--- src/rtl/mult_div_pkg.sv ---
// Shared types and constants for the sequential multiply/divide unit.
// Also holds the small sign-handling helpers used by the divide path.
package mult_div_pkg;

  localparam int WIDTH = 32;
  localparam int ITER  = 32;
  localparam int CNT_W = $clog2(ITER + 1);

  localparam logic OP_MULT = 1'b1;
  localparam logic OP_DIV  = 1'b0;

  typedef logic [WIDTH-1:0]   word_t;
  typedef logic [2*WIDTH-1:0] dword_t;

  typedef enum logic [1:0] {
    IDLE = 2'd0,
    MULT = 2'd1,
    DIV  = 2'd2,
    FIX  = 2'd3
  } state_t;

  // Magnitude of a two's complement word; 0x80000000 maps to itself, read as unsigned 2^31.
  function automatic word_t abs_word(input word_t x);
    if (x[WIDTH-1]) begin
      abs_word = ~x + word_t'(1'b1);
    end else begin
      abs_word = x;
    end
  endfunction

  function automatic word_t neg_if(input word_t x, input logic neg);
    if (neg) begin
      neg_if = ~x + word_t'(1'b1);
    end else begin
      neg_if = x;
    end
  endfunction

endpackage

--- src/rtl/mult_div_unit_if.sv ---
// Request/result bundle between the control unit (master) and the
// multiply/divide unit (slave).
interface mult_div_if;
  import mult_div_pkg::*;

  logic  start;
  logic  op;
  word_t a;
  word_t b;
  word_t hi;
  word_t lo;
  logic  busy;
  logic  done;
  logic  div_zero;

  modport master (
    output start, op, a, b,
    input  hi, lo, busy, done, div_zero
  );

  modport slave (
    input  start, op, a, b,
    output hi, lo, busy, done, div_zero
  );

endinterface

--- src/rtl/mult_div_unit_div_step.sv ---
// One restoring-division step on magnitudes: shift {rem, quot} left, then
// subtract the divisor from the remainder when it fits.
module div_step
  import mult_div_pkg::*;
(
  input  dword_t rem_quot,
  input  word_t  divisor,
  output dword_t rem_quot_nxt
);

  logic [WIDTH:0] rem_sh_s;
  word_t          quot_sh_s;
  word_t          diff_s;
  logic           fits_s;

  // Shifted remainder can reach 2*divisor-1, so it carries one extra bit.
  always_comb begin
    rem_sh_s  = {rem_quot[2*WIDTH-1:WIDTH], rem_quot[WIDTH-1]};
    quot_sh_s = {rem_quot[WIDTH-2:0], 1'b0};
    fits_s    = (rem_sh_s >= {1'b0, divisor});
    diff_s    = rem_sh_s[WIDTH-1:0] - divisor;
    if (fits_s) begin
      rem_quot_nxt = {diff_s, quot_sh_s | word_t'(1'b1)};
    end else begin
      rem_quot_nxt = {rem_sh_s[WIDTH-1:0], quot_sh_s};
    end
  end

endmodule

--- src/rtl/mult_div_unit.sv ---
// Sequential signed multiply (radix-2 Booth) / divide (restoring) unit that
// produces HI/LO for the multicycle datapath, one iteration per clock.
module mult_div_unit
  import mult_div_pkg::*;
(
  input  logic       clk,
  input  logic       reset,
  mult_div_if.slave  bus
);

  state_t           state_r, state_s;
  logic [CNT_W-1:0] cnt_r, cnt_s;
  dword_t           acc_r, acc_s;
  logic             qm1_r, qm1_s;
  word_t            mcand_r, mcand_s;
  logic             op_r, op_s;
  logic             sign_a_r, sign_a_s;
  logic             sign_b_r, sign_b_s;
  word_t            hi_r, hi_s;
  word_t            lo_r, lo_s;
  logic             busy_r, busy_s;
  logic             done_r, done_s;
  logic             div_zero_r, div_zero_s;

  logic [WIDTH:0]   booth_sum_s;
  dword_t           booth_acc_s;
  logic             booth_qm1_s;
  dword_t           div_nxt_s;

  div_step u_div_step (
    .rem_quot     (acc_r),
    .divisor      (mcand_r),
    .rem_quot_nxt (div_nxt_s)
  );

  // Booth step; the add is one bit wider so -(0x80000000) does not overflow before the shift.
  always_comb begin
    case ({acc_r[0], qm1_r})
      2'b01:   booth_sum_s = {acc_r[2*WIDTH-1], acc_r[2*WIDTH-1:WIDTH]}
                           + {mcand_r[WIDTH-1], mcand_r};
      2'b10:   booth_sum_s = {acc_r[2*WIDTH-1], acc_r[2*WIDTH-1:WIDTH]}
                           - {mcand_r[WIDTH-1], mcand_r};
      default: booth_sum_s = {acc_r[2*WIDTH-1], acc_r[2*WIDTH-1:WIDTH]};
    endcase
    booth_acc_s = {booth_sum_s[WIDTH:1], booth_sum_s[0], acc_r[WIDTH-1:1]};
    booth_qm1_s = acc_r[0];
  end

  // Next-state and datapath update for the IDLE/MULT/DIV/FIX sequencer.
  always_comb begin
    state_s    = state_r;
    cnt_s      = cnt_r;
    acc_s      = acc_r;
    qm1_s      = qm1_r;
    mcand_s    = mcand_r;
    op_s       = op_r;
    sign_a_s   = sign_a_r;
    sign_b_s   = sign_b_r;
    hi_s       = hi_r;
    lo_s       = lo_r;
    busy_s     = busy_r;
    done_s     = 1'b0;
    div_zero_s = 1'b0;

    case (state_r)
      IDLE: begin
        if (bus.start) begin
          if (bus.op == OP_MULT) begin
            op_s    = OP_MULT;
            mcand_s = bus.a;
            acc_s   = {{WIDTH{1'b0}}, bus.b};
            qm1_s   = 1'b0;
            cnt_s   = CNT_W'(ITER);
            busy_s  = 1'b1;
            state_s = MULT;
          end else if (bus.b != {WIDTH{1'b0}}) begin
            op_s     = OP_DIV;
            mcand_s  = abs_word(bus.b);
            acc_s    = {{WIDTH{1'b0}}, abs_word(bus.a)};
            sign_a_s = bus.a[WIDTH-1];
            sign_b_s = bus.b[WIDTH-1];
            qm1_s    = 1'b0;
            cnt_s    = CNT_W'(ITER);
            busy_s   = 1'b1;
            state_s  = DIV;
          end else begin
            div_zero_s = 1'b1;
            state_s    = IDLE;
          end
        end else begin
          state_s = IDLE;
        end
      end
      MULT: begin
        acc_s = booth_acc_s;
        qm1_s = booth_qm1_s;
        cnt_s = cnt_r - CNT_W'(1'b1);
        if (cnt_r == CNT_W'(1'b1)) begin
          state_s = FIX;
        end else begin
          state_s = MULT;
        end
      end
      DIV: begin
        acc_s = div_nxt_s;
        cnt_s = cnt_r - CNT_W'(1'b1);
        if (cnt_r == CNT_W'(1'b1)) begin
          state_s = FIX;
        end else begin
          state_s = DIV;
        end
      end
      FIX: begin
        if (op_r == OP_MULT) begin
          hi_s = acc_r[2*WIDTH-1:WIDTH];
          lo_s = acc_r[WIDTH-1:0];
        end else begin
          // Truncating division: quotient sign from both operands, remainder follows the dividend.
          lo_s = neg_if(acc_r[WIDTH-1:0], sign_a_r ^ sign_b_r);
          hi_s = neg_if(acc_r[2*WIDTH-1:WIDTH], sign_a_r);
        end
        done_s  = 1'b1;
        busy_s  = 1'b0;
        state_s = IDLE;
      end
      default: begin
        state_s = IDLE;
      end
    endcase
  end

  // State, datapath and output registers; reset discards any operation in flight.
  always_ff @(posedge clk or posedge reset) begin
    if (reset) begin
      state_r    <= IDLE;
      cnt_r      <= {CNT_W{1'b0}};
      acc_r      <= {(2*WIDTH){1'b0}};
      qm1_r      <= 1'b0;
      mcand_r    <= {WIDTH{1'b0}};
      op_r       <= OP_DIV;
      sign_a_r   <= 1'b0;
      sign_b_r   <= 1'b0;
      hi_r       <= {WIDTH{1'b0}};
      lo_r       <= {WIDTH{1'b0}};
      busy_r     <= 1'b0;
      done_r     <= 1'b0;
      div_zero_r <= 1'b0;
    end else begin
      state_r    <= state_s;
      cnt_r      <= cnt_s;
      acc_r      <= acc_s;
      qm1_r      <= qm1_s;
      mcand_r    <= mcand_s;
      op_r       <= op_s;
      sign_a_r   <= sign_a_s;
      sign_b_r   <= sign_b_s;
      hi_r       <= hi_s;
      lo_r       <= lo_s;
      busy_r     <= busy_s;
      done_r     <= done_s;
      div_zero_r <= div_zero_s;
    end
  end

  assign bus.hi       = hi_r;
  assign bus.lo       = lo_r;
  assign bus.busy     = busy_r;
  assign bus.done     = done_r;
  assign bus.div_zero = div_zero_r;

endmodule

--- src/flat_wrapper.sv ---
// flat-port wrapper written by rule: the top's interface ports become plain ports
module mult_div_unit_flat import mult_div_pkg::*;
  (clk, reset, bus_start, bus_op, bus_a, bus_b, bus_hi, bus_lo, bus_busy, bus_done, bus_div_zero);
  mult_div_if bus_i ();
  input  logic clk;
  input  logic reset;
  input wire logic [$bits(bus_i.start)-1:0] bus_start;
  input wire logic [$bits(bus_i.op)-1:0] bus_op;
  input wire logic [$bits(bus_i.a)-1:0] bus_a;
  input wire logic [$bits(bus_i.b)-1:0] bus_b;
  output wire logic [$bits(bus_i.hi)-1:0] bus_hi;
  output wire logic [$bits(bus_i.lo)-1:0] bus_lo;
  output wire logic [$bits(bus_i.busy)-1:0] bus_busy;
  output wire logic [$bits(bus_i.done)-1:0] bus_done;
  output wire logic [$bits(bus_i.div_zero)-1:0] bus_div_zero;
  assign bus_i.start = bus_start;
  assign bus_i.op = bus_op;
  assign bus_i.a = bus_a;
  assign bus_i.b = bus_b;
  assign bus_hi = bus_i.hi;
  assign bus_lo = bus_i.lo;
  assign bus_busy = bus_i.busy;
  assign bus_done = bus_i.done;
  assign bus_div_zero = bus_i.div_zero;
  mult_div_unit u_core (.clk(clk), .reset(reset), .bus(bus_i));
endmodule
--- config.mk ---
export PLATFORM = sky130hd
export DESIGN_NAME = mult_div_unit_flat
export DESIGN_NICKNAME = d
export VERILOG_FILES = /design/src/rtl/mult_div_pkg.sv /design/src/rtl/mult_div_unit_if.sv /design/src/rtl/mult_div_unit_div_step.sv /design/src/rtl/mult_div_unit.sv /design/src/flat_wrapper.sv
export SDC_FILE = /design/constraint.sdc
export NUM_CORES = 1
export LEC_CHECK = 0
export CAP_MARGIN = 10
export CORE_ASPECT_RATIO = 0.9
export CORE_UTILIZATION = 40
export DETAILED_ROUTE_END_ITERATION = 10
export PLACE_DENSITY = 0.58
export SLEW_MARGIN = 20
export SYNTH_ARGS = -nofsm -noshare
export SYNTH_HDL_FRONTEND = slang
export SYNTH_SLANG_ARGS = --single-unit
--- constraint.sdc ---
create_clock -name clk -period 6.5 [get_ports clk]
set_clock_uncertainty 0.05 [all_clocks]
set_input_delay 1.95 -clock clk [delete_from_list [all_inputs] [get_ports clk]]
set_output_delay 1.95 -clock clk [all_outputs]
set_load 0.02 [all_outputs]
; ---- Word level (Yosys, flattened, before mapping)
; Cells that the tools add are included.
[totals]
output_inout_bits = 67
inputBits = 68
register_bits = 175
[op_classes]
eq_ne = 9
magnitude_cmp = 1
n_mux = 38
n_reduce_logical = 15
addsub = 8
n_bitwise = 6
[op_table]
columns = operator, count
row1 = $mux 32, 8
row2 = $mux 64, 4
row3 = $pmux 64 s3, 1
row4 = $add 32x1->32 const B, 4
row5 = $not 32->32, 4
row6 = $pmux 33 s2, 1
row7 = $add 32x32->33, 1
row8 = $ge 33x32->1, 1
row9 = $sub 32x32->33, 1
row10 = $reduce_bool 32->1, 1
row11 = $sub 32x32->32, 1
row12 = $mux 6, 3
row13 = $reduce_and 3->1, 5
row14 = $mux 1, 13
row15 = $pmux 6 s2, 1
row16 = $mux 2, 4
row17 = $pmux 2 s4, 1
row18 = $reduce_and 4->1, 2
row19 = $reduce_bool 2->1, 4
row20 = $eq 2x2->1 const B, 3
row21 = $eq 6x1->1 const B, 1
row22 = $sub 6x1->6 const B, 1
row23 = $eq 2x1->1 const B, 2
row24 = $pmux 1 s2, 2
row25 = 8 further kinds, 8

; ---- Logic depth before layout (Yosys ltp)
[logic_depth]
depth_word = 7
depth_mapped = 18

; ---- Modules after synthesis
; Synthesis repeated with hierarchy kept, for this count alone.
[unflattened]
cells_unflattened = 1941
area_unflattened_um2 = 15531.1
[by_module_without_submodules]
columns = module, area_per_inst_um2, instances, cells_each, seq_area_each_um2
row1 = mult_div_unit, 12959.9, 1, 1586, 4379.2
row2 = div_step, 2571.2, 1, 355, 0.0

; ---- Least setup slack after synthesis
; OpenSTA, ideal clock, no wires.
[synth_path]
path_type = input port to flip-flop
from = input port bus_a[12]
to = register u_core.acc_r[29]
t_arrival_ns = 4.172
setup_time_ns = 0.136
required_ns = 6.314
slack_ns = 2.142
stages = 10
path_cell_list = or4_4 > nor3_2 > nand2b_1 > or4_4 > or2_4 > o41ai_2 > xor2_1 > o21ai_0 > a21oi_1 > o21ai_0
[synth_between]
elab_chain_len = 7
[synth_lines]
columns = element, line_no
row1 = start: declaration, flat_wrapper.sv:9  ; input wire logic [$bits(bus_i.a)-1:0] bus_a;
row2 = $not 32->32, mult_div_pkg.sv:25  ; abs_word = ~x + word_t'(1'b1);
row3 = $add 32x1->32, mult_div_pkg.sv:25
row4 = $mux 32, mult_div_pkg.sv:24  ; if (x[WIDTH-1]) begin
row5 = $mux 64, mult_div_unit.sv:76  ; end else if (bus.b != {WIDTH{1'b0}}) begin
row6 = $mux 64, mult_div_unit.sv:68  ; if (bus.op == OP_MULT) begin
row7 = $mux 64, mult_div_unit.sv:67  ; if (bus.start) begin
row8 = $pmux 64 s3, mult_div_unit.sv:65  ; case (state_r)
row9 = end signal: assignment, mult_div_unit.sv:137  ; acc_r <= {(2*WIDTH){1'b0}};
row10 = end signal: assignment, mult_div_unit.sv:151  ; acc_r <= acc_s;
row11 = end: declaration, mult_div_unit.sv:13  ; dword_t acc_r, acc_s;
; No other way between the ends. The select of a mux whose other input is x is not followed.
; A chain may end at the register's enable or synchronous reset.

; ---- Final worst setup path
[layout_path]
from = input port bus_b[2]
to = register u_core.mcand_r[1]
[layout_between]
elab_chain_len = 3
[layout_lines]
columns = element, line_no
row1 = start: declaration, flat_wrapper.sv:10  ; input wire logic [$bits(bus_i.b)-1:0] bus_b;
row2 = $reduce_bool 32->1, mult_div_unit.sv:76
row3 = $reduce_bool 2->1 (no source line), n/a
row4 = $reduce_and 3->1 (no source line), n/a
row5 = end signal: assignment, mult_div_unit.sv:139  ; mcand_r <= {WIDTH{1'b0}};
row6 = end signal: assignment, mult_div_unit.sv:153  ; mcand_r <= mcand_s;
row7 = end: declaration, mult_div_unit.sv:15  ; word_t mcand_r, mcand_s;
; No other way between the ends.

==> impl_metrics.csv <==
group,metric,value,unit
run_status,status,"finished, final reports clean",
synth,yosysUniqueCellTypes,82,
worst_setup_path,reg2regPathDepth,17,
worst_setup_path,cp-startpoint,"bus_b[2]",
clock_tree,cts_root_buffer,"clkbuf_16",
clock_tree,htreeDepth,4,
synth,synth_edf_count,0,
sta,hold_viol,0,
clock_tree,cts_resized,0,
synth,synth_nets,2057,
hold_path,whs_path_depth,1,
worst_setup_path,crit_chain,"clkdlybuf4s50_1 -> or3_1 -> or3b_1 -> nor3_1 -> nand2_1 -> nor2_1 -> nand2_1 -> o21bai_4 -> buf_4 -> o21ai_0",
worst_setup_path,cp-end-kind,"register",
sta,finalMaxSlewViolations,0,
place,dp.cells,2425,
pwr,combPwrFrac,0.660,
layout,area_growth,15.1,%
synth,ys_seq_area_frac,0.288,
synth,synth_top_cell_by_area,"dfrtp_1",
drt,num_vias,14400,
sta,tns,0,ps
place,dpl_cell_area,16900,sq um
global_routing,antenna_found_initial,0,
worst_setup_path,cp_common_cell,"nand2_1",
pwr,netSwitchingFraction,0.509,
floorplan,io_pins,135,
worst_setup_path,crit_fanout,35,
synth,netlist_area,15200,sq um
layout,antennaDiodeCount,0,
pwr,switching_power,5.09,mW
synth,synthCells,1910,
floorplan,coreArea,37300,sq um
worst_setup_path,path_buf_inv,2,
synth,synth_top_area_frac,0.288,
pwr,clkPwrFrac,0.115,
layout,fin_area,17500,sq um
sta,fin_hold_ws,459,ps
job,drv_cap,0,
worst_setup_path,cp.depth,10,
pwr,p_leak,7.42,nW
sta,grt_setup_unrepaired,"no",
clock_tree,post_cts_buffers,0,
sta,setup_viol,0,
global_routing,grt_pass1_vias,13200,
synth,async_reset_ff_frac,1.00,
floorplan,die_x,207,um
drt,via_per_inst,5.85,
pwr,vdd_ir_drop_max,0.278,mV
floorplan,die_area,38800,sq um
sta,tightest_slew,901,ps
worst_setup_path,r2r-start,"u_core.mcand_r[4]",
clock_tree,cts_sinks,175,
floorplan,die_h,187,um
place,io_buffers,134,
synth,synth_area_leaders,"dfrtp_1, xnor2_1, ha_1",
drt,dr.pass1.iters,6,
sta,fin_crit_sh,0.790,
synth,synth_ff_type,"dfrtp_1",
hold_path,holdCritStartpoint,"u_core.bus.lo[31]",
drt,wl_per_cell,20.3,um
worst_setup_path,crit_required,6770,ps
global_routing,grt_pass1_wl,77800,um
worst_setup_path,crit_type,"input port to register",
global_routing,grtUsageTotal,0.256,
synth,synth.ff_latch_count,175,
pwr,total_power,10.0,mW
pwr,power.internal,4.91,mW
global_routing,grt_start_max_net_pins,88,
pwr,powerDensity,572,nW/um^2
floorplan,initial_core_util,0.407,
clock_tree,cts_tree,"built",
global_routing,grt_overflow,0,
pwr,seqPwrFrac,0.226,
worst_setup_path,start_kind,"input port",
clock_tree,hold_buffers,0,
floorplan,num_rows,67,
worst_setup_path,crit_family,"simple AND/OR/NAND/NOR gates",
layout,instances_no_fill,2456,
place,hpwl,38200,um
hold_path,min_path_type,"register to register",
layout,nNetsFinal,2108,
clock_tree,path_clk_slew,70,ps
clock_tree,clk_path_buf_depth,2,
layout,n_fill_cell,3690,
drt,drt-total-wl,49800,um
clock_tree,clock_latency,460,ps
drt,drc,0,
layout,drive_above_1_share,0.0568,
place,place_congestion,0.975,
drt,first_iter_violations,1351,
synth,yosys_warnings,0,
sta,slew_headroom,0.398,
drt,antenna_left,0,
synth,synth.avg_cell_area,7.95,sq um
clock_tree,cts_made_buffers,17,
worst_setup_path,worst_path_max_delay_cell,"o21bai_4",
worst_setup_path,critPathMaxStageDelay,560,ps
sta,max_clock_freq,0.195,GHz
sta,finalCriticalPeriod,5130,ps
worst_setup_path,critical_path_arrival,5400,ps
final timing paths:
| path | to | slack, ps |
|---|---|---|
| worst max-delay path | u_core.mcand_r[1] | 1370 |
| worst min-delay path | u_core.bus.lo[31] | 460 |
| worst max register to register | u_core.acc_r[58] | 1370 |
| worst min register to register | u_core.bus.lo[31] | 460 |
| max in group asynchronous | u_core.acc_r[59] | 3240 |
| min in group asynchronous | u_core.bus.lo[14] | 1970 |
per-layer routing:
metal	share of wire	global-route usage
met1	0.50	0.390
met2	0.42	0.370
met3	0.060	0.0398
met4	0.017	0.0686
met5	0	0
stage by stage:
stage | setup WS (ps) | util
after CTS | 1420 | 0.469
after global placement | 1110 | 0.452
after detailed placement | 960 | 0.452
after global routing | 1090 | 0.469
after floorplan | 2140 | -
final | 1370 | 0.469
power groups by stage:
stage | clock network [mW] | logic (mW) | registers, mW
detailed placement | 0 | 6.53 | 2.26
finish | 1.15 | 6.60 | 2.26
global placement | 0 | 6.49 | 2.25
CTS | 1.16 | 6.57 | 2.24
global route | 1.21 | 7.26 | 2.33
floorplan | 0 | 4.59 | 2.22
sequential cells by signal, summed over array words and instances, names as in the netlist:
name,cells
u_core.acc_r,64
u_core.bus.busy,1
u_core.bus.div_zero,1
u_core.bus.done,1
u_core.bus.hi,32
u_core.bus.lo,32
u_core.cnt_r,6
u_core.mcand_r,32
u_core.op_r,1
u_core.qm1_r,1
u_core.sign_a_r,1
u_core.sign_b_r,1
u_core.state_r,2
cells in the mapped netlist, types with 37 or more instances:
master,n
a21oi_1,192
a221oi_1,37
clkbuf_1,89
dfrtp_1,175
ha_1,77
inv_1,73
mux2_2,37
nand2_1,178
nor2_1,205
o21ai_0,152
o31ai_1,54
xnor2_1,111
xor2_1,89
final cells by class:
type                       count  area (sq um)  area share
inverter                      74           282      0.0161
multi-input combinational   1540         10100       0.577
sequential                   175          4380       0.250
clock inverter                12           201      0.0115
timing repair buffer         153          1510      0.0861
tap                          483           604      0.0345
clock buffer                  19           433      0.0247
worst register-to-register path, cell delays in order (launching register included):
cell and delay, ps:
dfrtp_1 430, nor3_1 410, nand2_1 140, nor3b_1 520, and3_1 380, a41oi_1 170
xnor2_1 190, ha_1 380, and3_1 280, nand4_1 150, a2111o_1 370, a31oi_1 400
o31ai_1 120, buf_4 170, o211ai_1 260, xor2_1 130, a221oi_1 280, o21ai_0 140
cells in the final DEF (no fill, tap or decap), drive strengths merged, types with 21 or more instances in the layout:
| cell | n |
|---|---|
| inv | 77 |
| a221oi | 37 |
| a31oi | 23 |
| nand2b | 22 |
| nor3 | 33 |
| and3 | 25 |
| clkdlybuf4s50 | 133 |
| xnor2 | 111 |
| xor2 | 89 |
| mux2i | 22 |
| o31ai | 54 |
| nand3 | 21 |
| dfrtp | 175 |
| nand2 | 178 |
| a211oi | 21 |
| o21ai | 156 |
| nor2 | 205 |
| a21o | 36 |
| ha | 77 |
| a21oi | 193 |
| mux2 | 37 |
cells by family after synthesis:
group | Yosys count | synth area share
AOI/OAI and AO/OA | 614 | 0.257
and+or+nand+nor | 588 | 0.182
xor gates and xnor gates | 200 | 0.115
buffers and inverters | 195 | 0.0497
DFF | 175 | 0.288
adders and majority gates | 79 | 0.0660
muxes | 59 | 0.0419
Power figures use the tool's default switching activity.
